### config.mk
export PLATFORM = sky130hd
export DESIGN_NAME = booth_r8_seq
export DESIGN_NICKNAME = d
export VERILOG_FILES = /design/src/rtl/booth_r8_pkg.sv /design/src/rtl/booth_r8_recode.sv /design/src/rtl/booth_r8_seq.sv
export SDC_FILE = /design/constraint.sdc
export NUM_CORES = 1
export LEC_CHECK = 0
export BUFFER_PORTS_ARGS = -buffer_cell sky130_fd_sc_hd__buf_2
export CORE_AREA = 2 2 39 41
export DETAILED_ROUTE_END_ITERATION = 10
export DIE_AREA = 0 0 41 43
export PLACE_DENSITY = 0.67
export RECOVER_POWER = 50
export REMOVE_ABC_BUFFERS = 1
export SLEW_MARGIN = 20
export SYNTH_ARGS = -nofsm -noshare
export SYNTH_HDL_FRONTEND = slang
export SYNTH_HIERARCHICAL = 1
export SYNTH_SLANG_ARGS = --single-unit
export TNS_END_PERCENT = 5
### constraint.sdc
create_clock -name clk -period 2.38 [get_ports clk]
set_input_delay 0.476 -clock clk [delete_from_list [all_inputs] [get_ports clk]]
set_output_delay 0.476 -clock clk [all_outputs]
set_load 0.1 [all_outputs]
### src/rtl/booth_r8_pkg.sv
// booth_r8_pkg: shared types and constants for the radix-8 Booth sequencer.
// Holds the controller state encoding, the multiple-select encodings and the
// helpers that derive the iteration count and counter width from OP_W.
// The SHIFT state only exists when BOOTH_FUSED_EN is not defined.
package booth_r8_pkg;

    localparam logic [1:0] SEL_M  = 2'b00;
    localparam logic [1:0] SEL_2M = 2'b01;
    localparam logic [1:0] SEL_3M = 2'b10;
    localparam logic [1:0] SEL_4M = 2'b11;

    typedef enum logic [2:0] {
        ST_IDLE  = 3'd0,
        ST_LOAD  = 3'd1,
        ST_EVAL  = 3'd2,
`ifndef BOOTH_FUSED_EN
        ST_SHIFT = 3'd3,
`endif
        ST_DONE  = 3'd4
    } state_t;

    // Each recoding group consumes three multiplier bits of the sign-extended operand.
    function automatic int iter_of(input int op_w);
        return (op_w + 1) / 3;
    endfunction

    // The counter has to reach ITER itself, which it holds while in DONE.
    function automatic int cnt_w(input int op_w);
        return $clog2(iter_of(op_w) + 1);
    endfunction

    // The sign-extended operand must split evenly into 3-bit groups.
    function automatic bit op_w_ok(input int op_w);
        return (op_w >= 2) && (((op_w + 1) % 3) == 0);
    endfunction

endpackage

### src/rtl/booth_r8_recode.sv
// booth_r8_recode: radix-8 Booth digit recoder.
// Turns the window {q[2], q[1], q[0], qNeg} into the signed digit
// v = -4*b[3] + 2*b[2] + b[1] + b[0], expressed as a zero flag, a subtract
// flag and the magnitude select for the M/2M/3M/4M multiple mux.
module booth_r8_recode
    import booth_r8_pkg::*;
(
    input  logic [3:0] booth_bits,
    output logic       zero,
    output logic       sub,
    output logic [1:0] mult_sel
);

    // Negative digits always have b[3] set; 0000 and 1111 are the two zero digits and report no subtract.
    always_comb begin
        zero     = 1'b0;
        sub      = booth_bits[3];
        mult_sel = SEL_M;
        case (booth_bits)
            4'b0000, 4'b1111: begin
                zero = 1'b1;
                sub  = 1'b0;
            end
            4'b0001, 4'b0010, 4'b1101, 4'b1110: mult_sel = SEL_M;
            4'b0011, 4'b0100, 4'b1011, 4'b1100: mult_sel = SEL_2M;
            4'b0101, 4'b0110, 4'b1001, 4'b1010: mult_sel = SEL_3M;
            default:                            mult_sel = SEL_4M;
        endcase
    end

endmodule

### src/rtl/booth_r8_seq.sv
// booth_r8_seq: control sequencer for the radix-8 Booth multiplier datapath.
// Accepts a start handshake, loads the operands, walks ITER recoding groups
// issuing add/subtract and shift strobes, then holds a done handshake.
// Optional build macro BOOTH_FUSED_EN: the datapath adds and shifts in the
// same cycle, so every group costs one EVAL cycle and there is no SHIFT state.
module booth_r8_seq
    import booth_r8_pkg::*;
#(
    parameter int OP_W = 32
) (
    input  logic                    clk,
    input  logic                    rst_b,
    input  logic                    start_valid,
    output logic                    start_ready,
    input  logic                    abort,
    input  logic [3:0]              booth_bits,
    output logic                    ld_op,
    output logic                    ld_a_en,
    output logic [1:0]              mult_sel,
    output logic                    sub,
    output logic                    shift_en,
    output logic [cnt_w(OP_W)-1:0]  cnt,
    output logic                    busy,
    output logic                    done_valid,
    input  logic                    done_ready
);

    localparam int ITER  = iter_of(OP_W);
    localparam int CNT_W = cnt_w(OP_W);
    localparam logic [CNT_W-1:0] LAST_GRP = CNT_W'(ITER - 1);

    if (!op_w_ok(OP_W)) begin : g_bad_op_w
        $error("booth_r8_seq: OP_W+1 must be a multiple of 3");
    end

    state_t     state;
    state_t     state_nxt;
    logic       cnt_clr;
    logic       cnt_inc;
    logic       last_grp;
    logic       grp_zero;
    logic       grp_sub;
    logic [1:0] grp_sel;

    booth_r8_recode u_recode (
        .booth_bits (booth_bits),
        .zero       (grp_zero),
        .sub        (grp_sub),
        .mult_sel   (grp_sel)
    );

    assign last_grp = (cnt == LAST_GRP);
    assign busy     = (state != ST_IDLE);

    // State register; reset drops straight back to IDLE without waiting for a clock.
    always_ff @(posedge clk or negedge rst_b) begin
        if (!rst_b) begin
            state <= ST_IDLE;
        end else begin
            state <= state_nxt;
        end
    end

    // Group counter: cleared on load or abort, stepped once per completed group.
    always_ff @(posedge clk or negedge rst_b) begin
        if (!rst_b) begin
            cnt <= '0;
        end else if (cnt_clr) begin
            cnt <= '0;
        end else if (cnt_inc) begin
            cnt <= cnt + 1'b1;
        end
    end

    // Next-state and strobe decode; abort wins in every busy state and silences all strobes.
    always_comb begin
        state_nxt   = state;
        start_ready = 1'b0;
        ld_op       = 1'b0;
        ld_a_en     = 1'b0;
        mult_sel    = SEL_M;
        sub         = 1'b0;
        shift_en    = 1'b0;
        done_valid  = 1'b0;
        cnt_clr     = 1'b0;
        cnt_inc     = 1'b0;

        case (state)
            ST_IDLE: begin
                start_ready = 1'b1;
                if (start_valid) begin
                    state_nxt = ST_LOAD;
                end
            end

            ST_LOAD: begin
                cnt_clr = 1'b1;
                if (abort) begin
                    state_nxt = ST_IDLE;
                end else begin
                    ld_op     = 1'b1;
                    state_nxt = ST_EVAL;
                end
            end

            ST_EVAL: begin
                if (abort) begin
                    cnt_clr   = 1'b1;
                    state_nxt = ST_IDLE;
                end else begin
`ifdef BOOTH_FUSED_EN
                    ld_a_en   = !grp_zero;
                    mult_sel  = grp_zero ? SEL_M : grp_sel;
                    sub       = !grp_zero && grp_sub;
                    shift_en  = 1'b1;
                    cnt_inc   = 1'b1;
                    state_nxt = last_grp ? ST_DONE : ST_EVAL;
`else
                    if (grp_zero) begin
                        shift_en  = 1'b1;
                        cnt_inc   = 1'b1;
                        state_nxt = last_grp ? ST_DONE : ST_EVAL;
                    end else begin
                        ld_a_en   = 1'b1;
                        mult_sel  = grp_sel;
                        sub       = grp_sub;
                        state_nxt = ST_SHIFT;
                    end
`endif
                end
            end

`ifndef BOOTH_FUSED_EN
            ST_SHIFT: begin
                if (abort) begin
                    cnt_clr   = 1'b1;
                    state_nxt = ST_IDLE;
                end else begin
                    shift_en  = 1'b1;
                    cnt_inc   = 1'b1;
                    state_nxt = last_grp ? ST_DONE : ST_EVAL;
                end
            end
`endif

            ST_DONE: begin
                if (abort) begin
                    cnt_clr   = 1'b1;
                    state_nxt = ST_IDLE;
                end else begin
                    done_valid  = 1'b1;
                    start_ready = done_ready;
                    if (done_ready) begin
                        state_nxt = start_valid ? ST_LOAD : ST_IDLE;
                    end
                end
            end

            default: begin
                state_nxt = ST_IDLE;
            end
        endcase
    end

endmodule

# Yosys cells after proc, flatten, opt, wreduce, memory -nomap -nowiden
# Cells that the tools add are included.
word_totals:
  mem_bits_rw: 0
  in_bits: 9
  word_cells: 67
  ff_bits: 7
  memories: 0
  output_inout_bits: 13
  mem_bits_ro: 0
  latch_bits: 0
classes:
  multipliers: 0
  n_shift: 0
  n_div: 0
  bitwise_logic: 0
  eq_ne: 20
  order_cmp: 0
  muxes: 34
  reduce_logical: 10
  n_addsub: 1
op_table:
  columns: ["op", "count"]
  rows:
  - ["$eq A4 B4 Y1 const B", 8]
  - ["$mux W3", 7]
  - ["$mux W1", 16]
  - ["$pmux W3 S5", 1]
  - ["$eq A4 B3 Y1 const B", 3]
  - ["$eq A4 B2 Y1 const B", 2]
  - ["$mux W2", 4]
  - ["$mux W4", 2]
  - ["$reduce_or A4 Y1", 2]
  - ["$eq A3 B2 Y1 const B", 2]
  - ["$pmux W1 S2", 3]
  - ["$pmux W2 S3", 1]
  - ["$reduce_or A6 Y1", 1]
  - ["$add A4 B1 Y4 const B", 1]
  - ["$eq A4 B1 Y1 const B", 1]
  - ["$logic_not A4 Y1", 1]
  - ["$eq A3 B1 Y1 const B", 1]
  - ["$eq A3 B3 Y1 const B", 1]
  - ["$logic_not A3 Y1", 1]
  - ["$ne A3 B3 Y1 const B", 1]
  - ["$reduce_bool A3 Y1", 1]
  - ["$reduce_or A3 Y1", 1]
  - ["$ne A2 B2 Y1 const B", 1]
  - ["$reduce_and A2 Y1", 1]
  - ["other kinds (2)", 2]

# Longest topological paths before layout
logic_depth:
  depth_word: 8
  ltp_mapped: 5
  mapped_depth_nobuf: 5

# Cells and area by module
# The synthesis kept the hierarchy.
by_module_without_submodules:
  columns: ["module", "n_inst", "area_per_inst_um2", "seq_area_each_um2", "cells_per_inst"]
  rows:
  - ["booth_r8_seq", 1, 437.9, 175.2, 49]
  - ["booth_r8_recode", 1, 76.3, 0.0, 12]

# Least setup slack after synthesis
# Ideal clock, no wire load.
synth_path:
  path_kind: "input port to output port"
  from: "in abort"
  to: "out mult_sel[0]"
  required_time_ps: 1904
  path_buffers: 1
  cell_stages: 4
  arrival_ps: 4168
  path_slack_ps: -2264
  path_cell_list: "or3b_1 -> buf_2 -> nor3_1 -> and2_1"
synth_between:
  elab_chain_len: 2
synth_rtl:
  columns: ["element", "line_no", "rtl"]
  rows:
  - ["start: declaration", "booth_r8_seq.sv:15", "input logic abort,"]
  - ["$mux W2", "booth_r8_seq.sv:107", "if (abort) begin"]
  - ["$mux W2", "booth_r8_seq.sv:88", "case (state)"]
  - ["end: declaration", "booth_r8_seq.sv:19", "output logic [1:0] mult_sel,"]
# No other way between the ends.

# Final worst setup path
layout_path:
  from: "reg state[2]"
  to: "out shift_en"
layout_between:
  elab_chain_len: 2
  elab_cells_between_ends: 3
  classes_between: "eq/ne (2); mux (1)"
layout_rtl:
  columns: ["element", "line_no", "rtl"]
  rows:
  - ["start: declaration", "booth_r8_seq.sv:36", "state_t state;"]
  - ["start signal: assignment", "booth_r8_seq.sv:60", "state <= state_nxt;"]
  - ["$eq A3 B2 Y1", "booth_r8_seq.sv:88", null]
  - ["$pmux W1 S2 (*)", "booth_r8_seq.sv:88", null]
  - ["end: declaration", "booth_r8_seq.sv:21", "output logic shift_en,"]
# Mark *: on every way between the ends. The rest lies on a longest branch, timed or not.

==> results.sh <==
export IMPL_clock_root_buffer="clkbuf_4"
export IMPL_ys_warn_count=6
export IMPL_clkTransAtPathRegs_ps=60
export IMPL_port_buffers=21
export IMPL_crit_type="flip-flop to output port"
export IMPL_min_period_ps=2240
export IMPL_yosys_top_cells_area="dfrtp_1 34%, ha_1 4.9%, or3_1 4.9%"
export IMPL_routedWlPerCell_um=12.3
export IMPL_timing_rr_start="state[2]"
export IMPL_status="finished, final reports clean"
export IMPL_antenna_found_initial=0
export IMPL_cp_max_fo=9
export IMPL_clkPwrFrac=0.118
export IMPL_worst_setup_path_end_kind="output port"
export IMPL_finalNonFillerCells=104
export IMPL_dp_cells=100
export IMPL_setup_violations=0
export IMPL_synth_most_common_cell="dfrtp_1"
export IMPL_antenna_left=0
export IMPL_vias_per_cell=5.35
export IMPL_max_freq_ghz=0.447
export IMPL_slowest_delay_ps=440
export IMPL_n_antenna_cell=0
export IMPL_maxCapViolations=0
export IMPL_cts_setup_buffers=0
export IMPL_ys_seq_area_frac=0.341
export IMPL_initial_utilization=0.372
export IMPL_async_flop_share=1.00
export IMPL_slew_headroom=0.235
export IMPL_num_vias=556
export IMPL_path_cells="or3b_1, buf_4, nor2_1, buf_12"
export IMPL_synth_main_ff_cell="dfrtp_1"
export IMPL_r2r_end="cnt[3]"
export IMPL_grt_first_pass_wirelength_um=2370
export IMPL_p_int_uw=371
export IMPL_yosysTopAreaCell="dfrtp_1"
export IMPL_vdd_drop_max_uv=581
export IMPL_core_mm2=0.00138
export IMPL_io_pins=22
export IMPL_sequentialPowerShare=0.202
export IMPL_cp_required_ps=1900
export IMPL_hold_slack_ps=121
export IMPL_remaining_drc_errors=0
export IMPL_swShare=0.610
export IMPL_rows=14
export IMPL_hold_path_class="input pin to async pin"
export IMPL_tightestPinTransition_ps=1150
export IMPL_synth_common_cells="7 x dfrtp_1, 5 x nor2_1, 4 x a21oi_1, 4 x o21ai_0, 4 x or3_1"
export IMPL_startpoint_type="flip-flop"
export IMPL_htree_levels=1
export IMPL_synthCells=61
export IMPL_worstPathArrival_ps=1760
export IMPL_numCtsBuffers=3
export IMPL_p_sw_uw=580
export IMPL_grt_start_max_net_pins=10
export IMPL_slowest_stage="or3b_1"
export IMPL_finClkSkew_ps=4.85
export IMPL_area_growth_pct=48.4
export IMPL_drt_pass1_iterations=6
export IMPL_synth_edff_count=0
export IMPL_grt_pass1_vias=560
export IMPL_rsz0062_at_grt="no"
export IMPL_globalplace_congestion=0.767
export IMPL_drive_above_1_share=0.330
export IMPL_postCtsHoldBufs=0
export IMPL_netlist_area_leader_share=0.341
export IMPL_cts_repair_resized=0
export IMPL_wl_um=1280
export IMPL_clk_path_buf_depth=2
export IMPL_p_per_area_mw_per_mm2=1250
export IMPL_cts_sinks=7
export IMPL_r2r_slack_ps=640
export IMPL_die_width_um=41
export IMPL_slew_violations=0
export IMPL_hold_viol_final=0
export IMPL_synth_seq_cells=7
export IMPL_tritoncts="done"
export IMPL_nNetsFinal=100
export IMPL_postSynthAreaPerCell_um2=8.43
export IMPL_drtIter0Drc=11
export IMPL_grt_total_usage=0.195
export IMPL_die_y_um=43
export IMPL_rr_worst_depth=4
export IMPL_netlist_area_um2=514
export IMPL_yosys_cell_types_count=31
export IMPL_p_leak_nw=0.361
export IMPL_grt_overflow=0
export IMPL_comb_power_share=0.679
export IMPL_worstSkewPairLatency_ps=260
export IMPL_period_share=0.939
export IMPL_die_area_mm2=0.00176
export IMPL_dp_hpwl_um=1020
==> worst max path at each step <==
stage | startpoint | to | slack, ps | depth (start not counted)
floorplan | abort | mult_sel[0] | -2250 | 3
global placement | booth_bits[1] | shift_en | 180 | 6
detailed placement | booth_bits[1] | shift_en | 130 | 6
CTS | state[2] | mult_sel[0] | 90 | 4
global route | state[0] | done_valid | 50 | 3
finish | state[2] | shift_en | 140 | 4
==> cell families (layout without fill, tap and decap cells) <==
group | count (synthesis) | after routing | synth area share
adder cells (fa/ha/maj) | 2 | 2 | 0.0487
multiplexers | 1 | 1 | 0.0195
AO/OA/AOI/OAI | 18 | 18 | 0.221
flip-flops | 7 | 7 | 0.341
AND/OR/NAND/NOR | 29 | 29 | 0.338
buffers and inverters | 4 | 31 | 0.0316
==> worst max-delay path: cells and delay by family (launching register included) <==
family	cells	cell delay, ps
buf+inv	2	400
simple gates	2	670
flops	1	430
==> through the flow <==
step | util | power [mW] | setup WS [ps] | cell area, µm² | TNS [ps]
2_1_floorplan | - | 0.675 | -2250 | 509 | -13930
3_3_place_gp | 0.529 | 0.831 | 177 | 732 | 0
3_5_place_dp | 0.529 | 0.841 | 132 | 732 | 0
4_1_cts | 0.548 | 0.957 | 85.5 | 758 | 0
5_1_grt | 0.552 | 1.01 | 52.9 | 763 | 0
6_report | 0.552 | 0.950 | 145 | 763 | 0
==> power groups by stage <==
stage | clock (mW) | combinational, mW | sequential (mW)
2_1_floorplan | 0 | 0.425 | 0.250
3_3_place_gp | 0 | 0.642 | 0.189
3_5_place_dp | 0 | 0.648 | 0.192
4_1_cts | 0.115 | 0.650 | 0.191
5_1_grt | 0.125 | 0.688 | 0.201
6_report | 0.112 | 0.646 | 0.192
==> sequential cells by signal (all words and copies together) (netlist names) <==
signal and flops:
state 3, cnt 4
==> routing by layer <==
layer	up-vias	routed length [µm]	track usage
li1	281	-	-
met5	-	0	0
met4	0	14	0.0600
met3	2	60	0.0628
met1	259	545	0.236
met2	14	661	0.313
==> cell usage in the layout, fill, tap and decap left out, drive strengths merged, types with 2 or more instances in the layout <==
master	Yosys	routed
o31ai	2	2
ha	2	2
nor3	3	3
a21oi	4	4
inv	3	3
clkbuf	0	8
buf	1	20
o22ai	2	2
a21o	2	2
and2	4	4
or3	4	4
nor2	5	5
nand3	2	2
o21ai	4	4
and2b	2	2
dfrtp	7	7
or3b	2	2
==> cell type report <==
class,count,area [µm²]
Multi-Input combinational cell,50,333
Sequential cell,7,175
Timing Repair Buffer,24,198
Fill cell,137,621
Tap cell,16,20.0
Clock buffer,4,26.3
Inverter,3,11.3
(Power assumes the default switching activity.)
